<file path="src/rtl/if_id_stage_pkg.sv">
// Shared constants for the IF/ID stage of the R/I/J CPU.
// Opcode encodings used by decode and the instruction word held while ID is empty.
package if_id_stage_pkg;

    localparam logic [5:0] OP_RTYPE = 6'd0;
    localparam logic [5:0] OP_J     = 6'd2;
    localparam logic [5:0] OP_JAL   = 6'd3;
    localparam logic [5:0] OP_BEQ   = 6'd4;
    localparam logic [5:0] OP_BNE   = 6'd5;
    localparam logic [5:0] OP_LW    = 6'd35;
    localparam logic [5:0] OP_SW    = 6'd43;

    localparam logic [31:0] NOP_WORD = 32'h0000_0000;

endpackage

</file>
<file path="src/rtl/if_id_stage_inst_field_decode.sv">
// Purely combinational split of a 32-bit instruction into R/I/J fields.
// Ports: inst_i in; opcode/rs/rt/rd/shamt/funct, imm_sext/imm_zext, class flags out.
module inst_field_decode
    import if_id_stage_pkg::*;
#(
    parameter int DATA_W = 32
) (
    input  logic [31:0]       inst_i,
    output logic [5:0]        opcode_o,
    output logic [4:0]        rs_o,
    output logic [4:0]        rt_o,
    output logic [4:0]        rd_o,
    output logic [4:0]        shamt_o,
    output logic [5:0]        funct_o,
    output logic [DATA_W-1:0] imm_sext_o,
    output logic [DATA_W-1:0] imm_zext_o,
    output logic              is_rtype_o,
    output logic              is_jump_o,
    output logic              uses_rt_o
);

    assign opcode_o = inst_i[31:26];
    assign rs_o     = inst_i[25:21];
    assign rt_o     = inst_i[20:16];
    assign rd_o     = inst_i[15:11];
    assign shamt_o  = inst_i[10:6];
    assign funct_o  = inst_i[5:0];

    assign imm_sext_o = {{(DATA_W-16){inst_i[15]}}, inst_i[15:0]};
    assign imm_zext_o = {{(DATA_W-16){1'b0}}, inst_i[15:0]};

    assign is_rtype_o = (opcode_o == OP_RTYPE);
    assign is_jump_o  = (opcode_o == OP_J) | (opcode_o == OP_JAL);

    // rt is a source only for R-type, branches and stores;
    // for loads and ALU-immediates it is the destination.
    assign uses_rt_o = is_rtype_o
                     | (opcode_o == OP_BEQ)
                     | (opcode_o == OP_BNE)
                     | (opcode_o == OP_SW);

endmodule

</file>
<file path="src/rtl/if_id_stage.sv">
// IF/ID pipeline register with decode front-end, load-use stall, J/JAL in ID.
// Ports: fetch word/PCs in, EX hazard/flush info in; stall, jump, decoded fields, stats out.
module if_id_stage
    import if_id_stage_pkg::*;
#(
    parameter int                DATA_W   = 32,
    parameter int                CNT_W    = 32,
    parameter logic [DATA_W-1:0] NOP_INST = NOP_WORD
) (
    input  logic              clk,
    input  logic              rst,
    input  logic [DATA_W-1:0] if_inst,
    input  logic [DATA_W-1:0] if_pc,
    input  logic [DATA_W-1:0] if_next_pc,
    input  logic              ex_flush,
    input  logic              ex_valid,
    input  logic              ex_mem_read,
    input  logic [4:0]        ex_rt,
    output logic              stall_o,
    output logic              jump_taken,
    output logic [DATA_W-1:0] jump_target,
    output logic              id_valid,
    output logic              id_issue,
    output logic [DATA_W-1:0] id_inst,
    output logic [DATA_W-1:0] id_pc,
    output logic [DATA_W-1:0] id_next_pc,
    output logic [5:0]        opcode,
    output logic [4:0]        rs,
    output logic [4:0]        rt,
    output logic [4:0]        rd,
    output logic [4:0]        shamt,
    output logic [5:0]        funct,
    output logic [DATA_W-1:0] imm_sext,
    output logic [DATA_W-1:0] imm_zext,
    output logic              is_rtype,
    output logic              is_jump,
    output logic              uses_rt,
    output logic [CNT_W-1:0]  stall_cnt,
    output logic [CNT_W-1:0]  flush_cnt
);

    localparam logic [CNT_W-1:0] CNT_ONE = {{(CNT_W-1){1'b0}}, 1'b1};

    logic              id_valid_q, id_valid_d;
    logic [DATA_W-1:0] id_inst_q, id_inst_d;
    logic [DATA_W-1:0] id_pc_q, id_pc_d;
    logic [DATA_W-1:0] id_next_pc_q, id_next_pc_d;
    logic [CNT_W-1:0]  stall_cnt_q, stall_cnt_d;
    logic [CNT_W-1:0]  flush_cnt_q, flush_cnt_d;

    logic hazard;

    inst_field_decode #(
        .DATA_W (DATA_W)
    ) u_dec (
        .inst_i     (id_inst_q[31:0]),
        .opcode_o   (opcode),
        .rs_o       (rs),
        .rt_o       (rt),
        .rd_o       (rd),
        .shamt_o    (shamt),
        .funct_o    (funct),
        .imm_sext_o (imm_sext),
        .imm_zext_o (imm_zext),
        .is_rtype_o (is_rtype),
        .is_jump_o  (is_jump),
        .uses_rt_o  (uses_rt)
    );

    // r0 is never a real load destination, so it cannot cause a hazard.
    assign hazard = id_valid_q & ex_valid & ex_mem_read
                  & (ex_rt != 5'd0)
                  & ((ex_rt == rs) | (uses_rt & (ex_rt == rt)));

    assign stall_o    = hazard & ~ex_flush;
    assign id_issue   = id_valid_q & ~stall_o & ~ex_flush;
    assign jump_taken = id_valid_q & is_jump & ~ex_flush & ~stall_o;

    assign jump_target = {id_next_pc_q[DATA_W-1:28],
                          id_inst_q[25:0], 2'b00};

    assign id_valid   = id_valid_q;
    assign id_inst    = id_inst_q;
    assign id_pc      = id_pc_q;
    assign id_next_pc = id_next_pc_q;
    assign stall_cnt  = stall_cnt_q;
    assign flush_cnt  = flush_cnt_q;

    always_comb begin
        id_valid_d   = id_valid_q;
        id_inst_d    = id_inst_q;
        id_pc_d      = id_pc_q;
        id_next_pc_d = id_next_pc_q;
        stall_cnt_d  = stall_cnt_q;
        flush_cnt_d  = flush_cnt_q;
        if (ex_flush) begin
            id_valid_d = 1'b0;
            id_inst_d  = NOP_INST;
            if (flush_cnt_q != '1) begin
                flush_cnt_d = flush_cnt_q + CNT_ONE;
            end
        end else if (stall_o) begin
            if (stall_cnt_q != '1) begin
                stall_cnt_d = stall_cnt_q + CNT_ONE;
            end
        end else if (jump_taken) begin
            // The word fetched alongside the jump is the fall-through
            // instruction; drop it while fetch redirects.
            id_valid_d = 1'b0;
            id_inst_d  = NOP_INST;
        end else begin
            id_valid_d   = 1'b1;
            id_inst_d    = if_inst;
            id_pc_d      = if_pc;
            id_next_pc_d = if_next_pc;
        end
    end

    // Negedge register: same edge on which fetch advances its PC.
    always_ff @(negedge clk or posedge rst) begin
        if (rst) begin
            id_valid_q   <= 1'b0;
            id_inst_q    <= NOP_INST;
            id_pc_q      <= '0;
            id_next_pc_q <= '0;
            stall_cnt_q  <= '0;
            flush_cnt_q  <= '0;
        end else begin
            id_valid_q   <= id_valid_d;
            id_inst_q    <= id_inst_d;
            id_pc_q      <= id_pc_d;
            id_next_pc_q <= id_next_pc_d;
            stall_cnt_q  <= stall_cnt_d;
            flush_cnt_q  <= flush_cnt_d;
        end
    end

endmodule
</file>
<file path="config.mk">
export PLATFORM = sky130hd
export DESIGN_NAME = if_id_stage
export DESIGN_NICKNAME = d
export VERILOG_FILES = /design/src/rtl/if_id_stage_pkg.sv /design/src/rtl/if_id_stage_inst_field_decode.sv /design/src/rtl/if_id_stage.sv
export SDC_FILE = /design/constraint.sdc
export NUM_CORES = 1
export LEC_CHECK = 0
export ABC_AREA = 1
export CORE_MARGIN = 10
export CORE_UTILIZATION = 40
export CTS_BUF_LIST = sky130_fd_sc_hd__clkbuf_8
export DETAILED_ROUTE_END_ITERATION = 10
export PLACE_DENSITY = 0.91
export SLEW_MARGIN = 20
export SYNTH_ARGS = -nofsm -noshare
export SYNTH_HDL_FRONTEND = slang
export SYNTH_SLANG_ARGS = --single-unit
export TNS_END_PERCENT = 30
</file>
<file path="constraint.sdc">
create_clock -name clk -period 4.7 [get_ports clk]
set_input_delay 0.94 -clock clk [delete_from_list [all_inputs] [get_ports clk]]
set_output_delay 0.94 -clock clk [all_outputs]
set_load 0.005 [all_outputs]
</file>
======== After elaboration in Yosys (flattened, before gate mapping) ========
Cells that the tools add are included.
cells by class
  muxes and demuxes ....................... 6
  bitwise operators ....................... 19
  eq/ne operators ......................... 10
  add/sub/neg operators ................... 2
  reduce and logical (&&, ||, !) cells .... 5
operator list
  kind                                                                   number
  32-bit 2-to-1 mux                                                      3
  32-bit by 1-bit adder with 32-bit output, second input constant        2
  32-bit inequality test, second input constant                          2
  6-bit by 2-bit equality test with 1-bit output, second input constant  2
  6-bit by 3-bit equality test with 1-bit output, second input constant  2
  1-bit AND                                                              11
  5-bit equality test                                                    2
  6-bit equality test, second input constant                             1
  6-bit zero test                                                        1
  3-bit AND reduction                                                    2
  1-bit OR                                                               5
  5-bit nonzero test                                                     1
  1-bit 2-to-1 mux                                                       3
  1-bit NOT                                                              3
  2-bit inequality test, second input constant                           1
  2-bit AND reduction                                                    1
storage, ports and cells
  register bits after elaboration ......... 161
  logic and storage cells ................. 48
  input bits .............................. 106
  output and inout port bits .............. 295

======== Longest topological paths before layout ========
Gate-level depths: netlist of run 1.
  depth in word-level cells ............... 13
  gate-level depth with buffers ........... 13
  depth with buffers taken out ............ 11

======== By module ========
Synthesis of run 1 repeated with hierarchy kept, for this count alone.
second synthesis, totals
  cells, all modules ...................... 1,261
  area, all modules ....................... 9,426.5 um^2
by module, submodules not included
  module             cells an instance  instances  area each (um^2)
  if_id_stage        1,146              1          8,623.3
  inst_field_decode  115                1          803.3

==> run metrics, run 1 <==
ys flop type=dfrtn_1; die height=173 um; CTS sink count=161; core area=23300 um^2; Worst Reg2Reg Path Length in Cells=13; TritonCTS Buffers=17; yosys warns=0; Cells after Synth=1237; Detailed Route Iter0 Violations=773; area leader, netlist=dfrtn_1; chip width=173 um; I/O Pins=401; RSZ-0062 raised after global routing=true; Tot Pwr=0.00352 W; fin. max-slew vios=0; antenna violations before repair=1; worst slack, placed=-0.684 ns; sw power=0.00110 W; clock root cell=clkbuf_8; internal power=0.00242 W; Seq/Total Area, Yosys=42.8%; Max Fanout on Critical Path=3; Starting Density=40.4%; distinct cell type count after synthesis=32; number of flops mapped to enable cells by yosys=0; setup slack after layout=-0.397 ns; Synth top area share=42.8%; largest net degree at the start of global routing=83; fin nets=1687; Post-DP HPWL=26900 um; sequential power share=46.4%; grt total ovfl=0; Global Route Usage Sum=23.1%; Slew headroom=42.2%; Fill cells=2024; post-synth design cell area=9420 um^2; H-tree levels=4; Layout area overhead=48.0%; Critical Path RT=3.76 ns; share of layout cells above drive strength 1=12.5%; Final setup viols=6; Hold Path Origin=id_next_pc[27]; maxcap violations=0; R2R Setup Slk=2.09 ns; top-count cell post-synth=nand2_1; Routability Congestion=0.940; Worst Hold Depth=2; critical path data arrival time=4.16 ns; via count=9711; vias in the first global route=9756; top post-synthesis cells by area=dfrtn_1 43%, nand2_1 18%, buf_4 11%; Async S/R FF share, synth=100%; Clock Path Buffers=2; WHS=0.420 ns; outcome=finished, violations left; DR pass1 iterations=5; clock network power share=29.9%; crit start category=flip-flop; Hold Violations, Final=0; row cnt=56; Worst Tran Pin Value=0.867 ns; Worst Hold Class=reg2reg; IO buf count=382; post-route clock skew=0.0169 ns; wire length per cell=19.2 um; Residual DRC=0; first-pass GRT wire length=55600 um; Worst Path Class, Setup=reg2out; pwr dens=252 nW/um^2; Seq cells post-synth=161; leakage power=7.45 nW; FF+latch area=4030 um^2; final wirelength=36800 um; Clock Latency Late Sink=0.41 ns; R2R Path Start=id_inst[29]; die area=30100 um^2; combinational cell fraction of total power=23.7%; critical path capture point type=output port; Clk pin slew, worst setup/hold paths=0.07 ns; syn avg cell area=7.62 um^2; Final ANT Viol Nets=0; r2r endpoint=id_pc[7]; CTS tree=done; Vias/cell=5.08; endpoint of the worst hold path=id_next_pc[27]; synth cell count leaders=451 x nand2_1, 161 x dfrtn_1, 146 x nand4_1; Multi-input gate area=4030 um^2; failing checks=negative setup slack; worst vdd ir=230 uV; Sw Share=31.2%
how the worst max path moves through the flow:
| stage | slack [ns] | cells past startpoint | end | start |
|---|---|---|---|---|
| final | -0.40 | 6 | stall_o | id_inst[22] |
| after global routing | -0.50 | 7 | stall_o | id_inst[16] |
| after CTS | -0.43 | 8 | stall_o | id_inst[27] |
| after detailed placement | -0.68 | 10 | id_pc[1] | ex_rt[3] |
| after global placement | -0.73 | 10 | id_next_pc[12] | ex_rt[3] |
| after floorplan | -0.51 | 1 | flush_cnt[0] | rst |
per-stage QoR:
step           cells  cell area [um^2]  setup TNS, ns  util (%)
2_1_floorplan   1254              9490         -83.00         -
3_3_place_gp    1838             13100         -85.90      56.2
3_5_place_dp    1838             13100         -82.34      56.2
4_1_cts         1901             13700          -5.01      58.7
5_1_grt         1912             13900          -2.38      59.8
6_report        1912             13900          -1.65      59.8
timing repair:
item	CTS	global route
gates cloned	6	4
buffers inserted	26	12
hold buffers	0	0
endpoints found under the setup margin	340	159
endpoints found under the hold margin	0	0
resized for setup	304	83
pin swaps	8	12
power by group through the flow:
stage               Sequential (W)  Combinational (W)  Clock [W]
finish                     0.00163           0.000836    0.00105
floorplan                  0.00165           0.000347          0
CTS                        0.00163           0.000825    0.00107
global placement           0.00165           0.000836          0
detailed placement         0.00165           0.000854          0
global route               0.00165           0.000910    0.00112
worst max-delay path, stage by stage, from the launching register on:
cell     delay, ns
dfrtn_1       0.41
or2_1         0.26
a21oi_2       0.15
nand3_2       0.13
buf_4         0.18
a21oi_4       0.15
buf_6         0.13
area by class of cell:
cell class / count / area share (%)
inverter: 72 / 1.99
antenna: 1 / 0.0179
sequential: 161 / 28.9
multi-input combinational: 835 / 28.9
tap: 319 / 2.86
timing repair buffer: 492 / 34.5
clock inverter: 14 / 1.04
clock buffer: 18 / 1.78
cells in the final DEF, fill, tap and decap left out, types with 3 or more instances in the layout:
cell type / Yosys / routed
xor2_1: 32 / 32
buf_2: 11 / 6
o21ai_0: 25 / 25
clkinvlp_4: 0 / 3
xnor2_1: 5 / 5
inv_6: 0 / 4
inv_1: 70 / 63
dfrtn_1: 161 / 161
buf_6: 7 / 34
nand3_1: 18 / 16
buf_16: 0 / 3
nor2_2: 3 / 6
nand4_1: 146 / 146
conb_1: 1 / 18
clkbuf_8: 0 / 18
nor3_1: 20 / 18
clkdlybuf4s50_1: 0 / 140
inv_8: 0 / 3
nand2_1: 451 / 448
buf_12: 0 / 12
dlygate4sd2_1: 0 / 181
nand3_4: 1 / 3
nor2_1: 86 / 82
clkinv_4: 0 / 3
nand2_4: 0 / 5
dlymetal6s2s_1: 0 / 28
inv_2: 2 / 6
nand3b_1: 12 / 12
buf_4: 137 / 63
clkdlybuf4s15_1: 0 / 10
clkbuf_16: 0 / 4
clkbuf_2: 0 / 9
sequential cells by signal (all words and copies together), names as in the netlist:
signal / cells
stall_cnt: 32
id_valid: 1
id_pc: 32
flush_cnt: 32
id_next_pc: 32
id_inst: 32
cells by family (layout without fill, tap and decap cells):
| family | Yosys count | count (layout) | share of synthesized area (%) |
|---|---|---|---|
| simple gates | 749 | 749 | 35.4 |
| buf+inv | 258 | 596 | 16.4 |
| flops | 161 | 161 | 42.8 |
| xor+xnor | 37 | 37 | 3.44 |
| compound gates | 29 | 29 | 1.62 |
| fa+ha+maj | 2 | 2 | 0.266 |
| other cells | 1 | 19 | 0.0398 |
metal layers:
metal	vias to the layer above	global-route usage (%)	wire length [um]
li1	4558	-	-
met1	4579	26.6	14000
met2	499	39.9	18400
met3	75	6.56	3200
met4	0	8.77	1230
met5	-	0	0
No activity file was read; power rests on OpenSTA's default activity.
==> run 2: changes to the inputs <==
==> constraint.sdc (replaced) <==
create_clock -name clk -period 4.7 [get_ports clk]
set_input_delay 0.94 -clock clk [delete_from_list [all_inputs] [get_ports clk]]
set_output_delay 0.94 -clock clk [all_outputs]
set_load 0.02 [all_outputs]
==> run metrics, run 2 (synthesis gave the netlist of run 1 again) <==
Starting Density=40.4% (unchanged); Worst Path Class, Setup=reg2out; largest net degree at the start of global routing=98 (+18%); Critical Path RT=3.76 ns (about the same); RSZ-0062 raised after global routing=true; CTS tree=done; Final ANT Viol Nets=0 (unchanged); DR pass1 iterations=5 (unchanged); die area=30100 um^2 (unchanged); TritonCTS Buffers=17 (unchanged); Clk pin slew, worst setup/hold paths=0.07 ns (about the same); critical path data arrival time=4.17 ns (about the same); Max Fanout on Critical Path=4 (+1); worst vdd ir=210 uV (-8.8%); Detailed Route Iter0 Violations=843 (+9.1%); share of layout cells above drive strength 1=11.2% (-1.3 points); IO buf count=382 (unchanged); Clock Path Buffers=2 (unchanged); Slew headroom=29.5% (-13 points); crit start category=flip-flop; fin. max-slew vios=0 (unchanged); vias in the first global route=9489 (-2.7%); Hold Violations, Final=0 (unchanged); die height=173 um (unchanged); clock root cell=clkbuf_8; Hold Path Origin=id_pc[17]; CTS sink count=161 (unchanged); I/O Pins=401 (unchanged); Worst Hold Class=reg2reg; commonest non-fill, non-tap cell in the layout=nand2_1; post-route clock skew=0.0194 ns (+0.00256 ns); core area=23300 um^2 (unchanged); first-pass GRT wire length=56100 um (+0.89%); Clock Latency Late Sink=0.41 ns (about the same); setup slack after layout=-0.412 ns (-0.0149 ns); final wirelength=36500 um (-0.73%); grt total ovfl=0 (unchanged); cell chain of the critical path=nand2_1 -> nor2_2 -> nand2_1 -> nand2_2 -> nand3_2 -> buf_6 -> a21oi_4 -> buf_12 -> buf_12; fin nets=1667 (-1.2%); Layout area overhead=43.1%; Final setup viols=6 (unchanged); Global Route Usage Sum=23.2% (+0.12 points); CP max-delay cell=dfrtn_1; row cnt=56 (unchanged); Routability Congestion=0.950 (+1.1%); antenna violations before repair=1 (unchanged); critical path capture point type=output port; leakage power=7.14 nW (-4.1%); leading cell types in the layout, fill and taps excluded=447 x nand2_1, 240 x dlygate4sd2_1, 161 x dfrtn_1, 146 x nand4_1, 99 x clkdlybuf4s50_1; kind of cell adding the most delay to the critical path=flip-flops; R2R Path Start=id_inst[28]; worst path buffer plus inverter count=3 (+1); CP startpoint=id_inst[29]; maxcap violations=0 (unchanged); Cells after DPL=1844 (+0.33%); Vias/cell=5.12 (+0.73%); pwr dens=278 nW/um^2 (+10%); Final Non-Filler Cells=1893 (-0.99%); post-route setup TNS=-1.58 ns (+0.0737 ns); failing checks=negative setup slack; H-tree levels=4 (unchanged); Residual DRC=0 (unchanged); via count=9685 (-0.27%); Worst path max stage delay=0.46 ns (+0.05 ns); wire length per cell=19.3 um (+0.27%); Worst Tran Pin Value=1.06 ns (+0.191 ns); chip width=173 um (unchanged); outcome=finished, violations left; Post-DP HPWL=27900 um (+3.6%)
## run 2: path summary, 6_finish.rpt
path,endpoint,slack (ns),depth (start not counted)
worst min-delay path,id_pc[17],0.41,2
worst min register to register,id_pc[17],0.41,2
max in group asynchronous,id_pc[8],0.97,3
worst max-delay path,stall_o,-0.41,9
worst max register to register,id_next_pc[26],1.90,13
min in group asynchronous,flush_cnt[0],3.24,3
## run 2: timing repair
item | in CTS | in global routing
hold buffers | 0 | 0
setup endpoints to repair | 341 | 155
setup buffers | 7 | 6
pin swaps | 8 | 9
gates cloned | 1 | 1
resized for setup | 320 | 56
## run 2: stage by stage
step / cell area (um^2) / total power (W) / setup WS [ns] / utilization (%) / hold WS, ns
floorplan: 9490 / 0.00221 / -0.515 / - / 0.526
global placement: 13100 / 0.00271 / -0.457 / 56.3 / 0.414
detailed placement: 13100 / 0.00274 / -0.534 / 56.3 / 0.418
CTS: 13400 / 0.00377 / -0.469 / 57.3 / 0.416
global route: 13500 / 0.00392 / -0.516 / 57.7 / 0.439
finish: 13500 / 0.00375 / -0.412 / 57.8 / 0.414
## run 2: area by class of cell
cell class | instances | area (um^2)
antenna | 2 | 5.00
clock buffer | 17 | 234
clock inverter | 15 | 196
fill | 2189 | 9860
inverter | 72 | 275
multi-input combinational | 835 | 3990
sequential | 161 | 4030
tap | 319 | 399
timing repair buffer | 472 | 4350
## run 2: routing by layer
layer | part of all wire (%) | global-route usage [%] | vias up
met5 | 0 | 0 | -
met4 | 4.0 | 9.81 | 0
met3 | 6.8 | 5.45 | 81
met2 | 50 | 39.9 | 443
met1 | 40 | 27.2 | 4635
li1 | - | - | 4526
## run 2: power by group
part | total [W] | switching (W) | internal, W
clock network | 0.00115 | 0.000603 | 0.000543
registers | 0.00162 | 0.000103 | 0.00152
logic | 0.000981 | 0.000601 | 0.000380
total | 0.00375 | 0.00131 | 0.00244
## run 2: worst register-to-register path, cell delays in order, from the launching register on
cell and delay (ns):
dfrtn_1 0.43, buf_6 0.11, nor2_1 0.04, inv_1 0.08, nor3_2 0.05, buf_4 0.15
buf_4 0.13, buf_6 0.11, buf_4 0.13, nand2_4 0.75, nand3_4 0.28, buf_12 0.27
nand2_1 0.10, nand2_1 0.05
==> run 3: changes to the inputs <==
SETUP_SLACK_MARGIN = 0.02   (was not set)
TNS_END_PERCENT = 20   (was 30)
==> run metrics, run 3 (synthesis gave the netlist of run 1 again) <==
worst vdd ir=210 uV (+0.24%); Detailed Route Iter0 Violations=830 (-1.5%); Vias/cell=5.11 (-0.10%); Sw Share=34.9% (about the same); die area=30100 um^2 (unchanged); first-pass GRT wire length=56100 um (about the same); failing checks=negative setup slack; Worst Hold Class=reg2reg; CTS tree=done; vias in the first global route=9489 (unchanged); I/O Pins=401 (unchanged); Worst Tran Pin Value=1.08 ns (+0.0209 ns); Final setup viols=6 (unchanged); antenna violations before repair=1 (unchanged); grt total ovfl=0 (unchanged); core area=23300 um^2 (unchanged); IO buf count=382 (unchanged); Slew headroom=28.1% (-1.4 points); Residual DRC=0 (unchanged); largest net degree at the start of global routing=98 (unchanged); setup slack after layout=-0.415 ns (-0.00293 ns); Critical Path RT=3.76 ns (about the same); clock network power share=30.6% (about the same); Final Non-Filler Cells=1893 (unchanged); Clock Path Buffers=2 (unchanged); fin. max-slew vios=0 (unchanged); Design Area, Final=13500 um^2 (about the same); die height=173 um (unchanged); leakage power=7.11 nW (-0.45%); Global Route Usage Sum=23.2% (about the same); combinational cell fraction of total power=26.2% (about the same); Final ANT Viol Nets=0 (unchanged); Layout area overhead=43.2% (about the same); CTS sink count=161 (unchanged); pwr dens=278 nW/um^2 (about the same); Routability Congestion=0.950 (unchanged); via count=9675 (-0.10%); Hold Violations, Final=0 (unchanged); post-route clock skew=0.0184 ns (-0.00101 ns); commonest non-fill, non-tap cell in the layout=nand2_1; Starting Density=40.4% (unchanged); chip width=173 um (unchanged); critical path data arrival time=4.17 ns (about the same); clock root cell=clkbuf_8; sequential power share=43.2% (about the same); Cells after DPL=1844 (unchanged); fin nets=1667 (unchanged); placed cell area=13100 um^2 (unchanged); maxcap violations=0 (unchanged); H-tree levels=4 (unchanged); post-route setup TNS=-1.59 ns (-0.0119 ns); sw power=0.00131 W (about the same); Max Fanout on Critical Path=4 (unchanged); Clock Latency Late Sink=0.41 ns (about the same); critical path capture point type=output port; Post-DP HPWL=27900 um (unchanged); Tot Pwr=0.00375 W (about the same); outcome=finished, violations left; leading cell types in the layout, fill and taps excluded=447 x nand2_1, 226 x dlygate4sd2_1, 161 x dfrtn_1, 146 x nand4_1, 99 x clkdlybuf4s50_1; Fill cells=2182 (-0.32%); crit start category=flip-flop; share of layout cells above drive strength 1=11.5% (+0.32 points); TritonCTS Buffers=17 (unchanged); row cnt=56 (unchanged); DR pass1 iterations=5 (unchanged); RSZ-0062 raised after global routing=true; Worst Path Class, Setup=reg2out; wire length per cell=19.3 um (-0.12%); Clk pin slew, worst setup/hold paths=0.07 ns (about the same); internal power=0.00244 W (about the same); final wirelength=36500 um (-0.12%)
-- run 3: cell count changes in the layout (fill, tap and decap cells not counted) --
| cell | change |
|---|---|
| buf_2 | +1 |
| buf_4 | -1 |
| buf_6 | +1 |
| clkbuf_2 | +2 |
| clkdlybuf4s15_1 | +9 |
| clkdlybuf4s15_2 | +2 |
| dlygate4sd2_1 | -14 |
-- run 3: final timing paths --
check,cells past startpoint,slack (ns),start,to
min reg2reg,2,0.41,id_pc[17],id_pc[17]
min,2,0.41,id_pc[17],id_pc[17]
min in group asynchronous,3,3.24,rst,flush_cnt[0]
max reg2reg,13,1.89,id_inst[28],id_next_pc[26]
max in group asynchronous,3,0.97,rst,id_pc[8]
max,9,-0.41,id_inst[29],stall_o
-- run 3: through the flow --
stage | util, % | hold WS (ns) | setup WS [ns]
floorplan | - | 0.526 | -0.515
global placement | 56.3 | 0.414 | -0.457
detailed placement | 56.3 | 0.418 | -0.534
CTS | 57.4 | 0.416 | -0.469
global route | 57.8 | 0.439 | -0.516
finish | 57.8 | 0.415 | -0.415
-- run 3: power groups by stage --
stage	combinational [W]	sequential [W]	clock, W
floorplan	0.000428	0.00178	0
global placement	0.00106	0.00164	0
detailed placement	0.00109	0.00165	0
CTS	0.000977	0.00162	0.00117
global route	0.00105	0.00164	0.00123
finish	0.000982	0.00162	0.00115
-- run 3: layer usage --
metal	vias up	global-route usage, %	part of all wire, %	wire, um
met2	443	39.9	49	18000
met5	-	0	0	0
met4	0	9.81	4.1	1480
met1	4624	27.2	40	14500
li1	4525	-	-	-
met3	83	5.45	6.9	2500
-- run 3: cell type report --
| cell class | instances | area (um^2) | share of cell area (%) |
|---|---|---|---|
| repair buffers | 472 | 4360 | 32.3 |
| flip-flops and latches | 161 | 4030 | 29.9 |
| multi-input cells | 835 | 3990 | 29.6 |
| well taps | 319 | 399 | 2.96 |
| inverters | 72 | 275 | 2.04 |
| clock buffers | 17 | 234 | 1.74 |
| clock inverters | 15 | 196 | 1.46 |
| diodes | 2 | 5.00 | 0.0371 |
-- run 3: critical path, stage by stage (launching register included) --
cell and delay (ns):
dfrtn_1 0.46, nand2_1 0.09, nor2_2 0.09, nand2_1 0.07
nand2_2 0.09, nand3_2 0.10, buf_6 0.14, a21oi_4 0.15
buf_12 0.13, buf_12 0.10
-- run 3: repair_timing --
item | in CTS | in global routing
gates cloned | 1 | 1
setup buffers | 7 | 6
endpoints found under the setup margin | 346 | 175
gates resized for setup | 329 | 68
pin swaps | 8 | 9
hold buffers | 0 | 0
endpoints found under the hold margin | 0 | 0
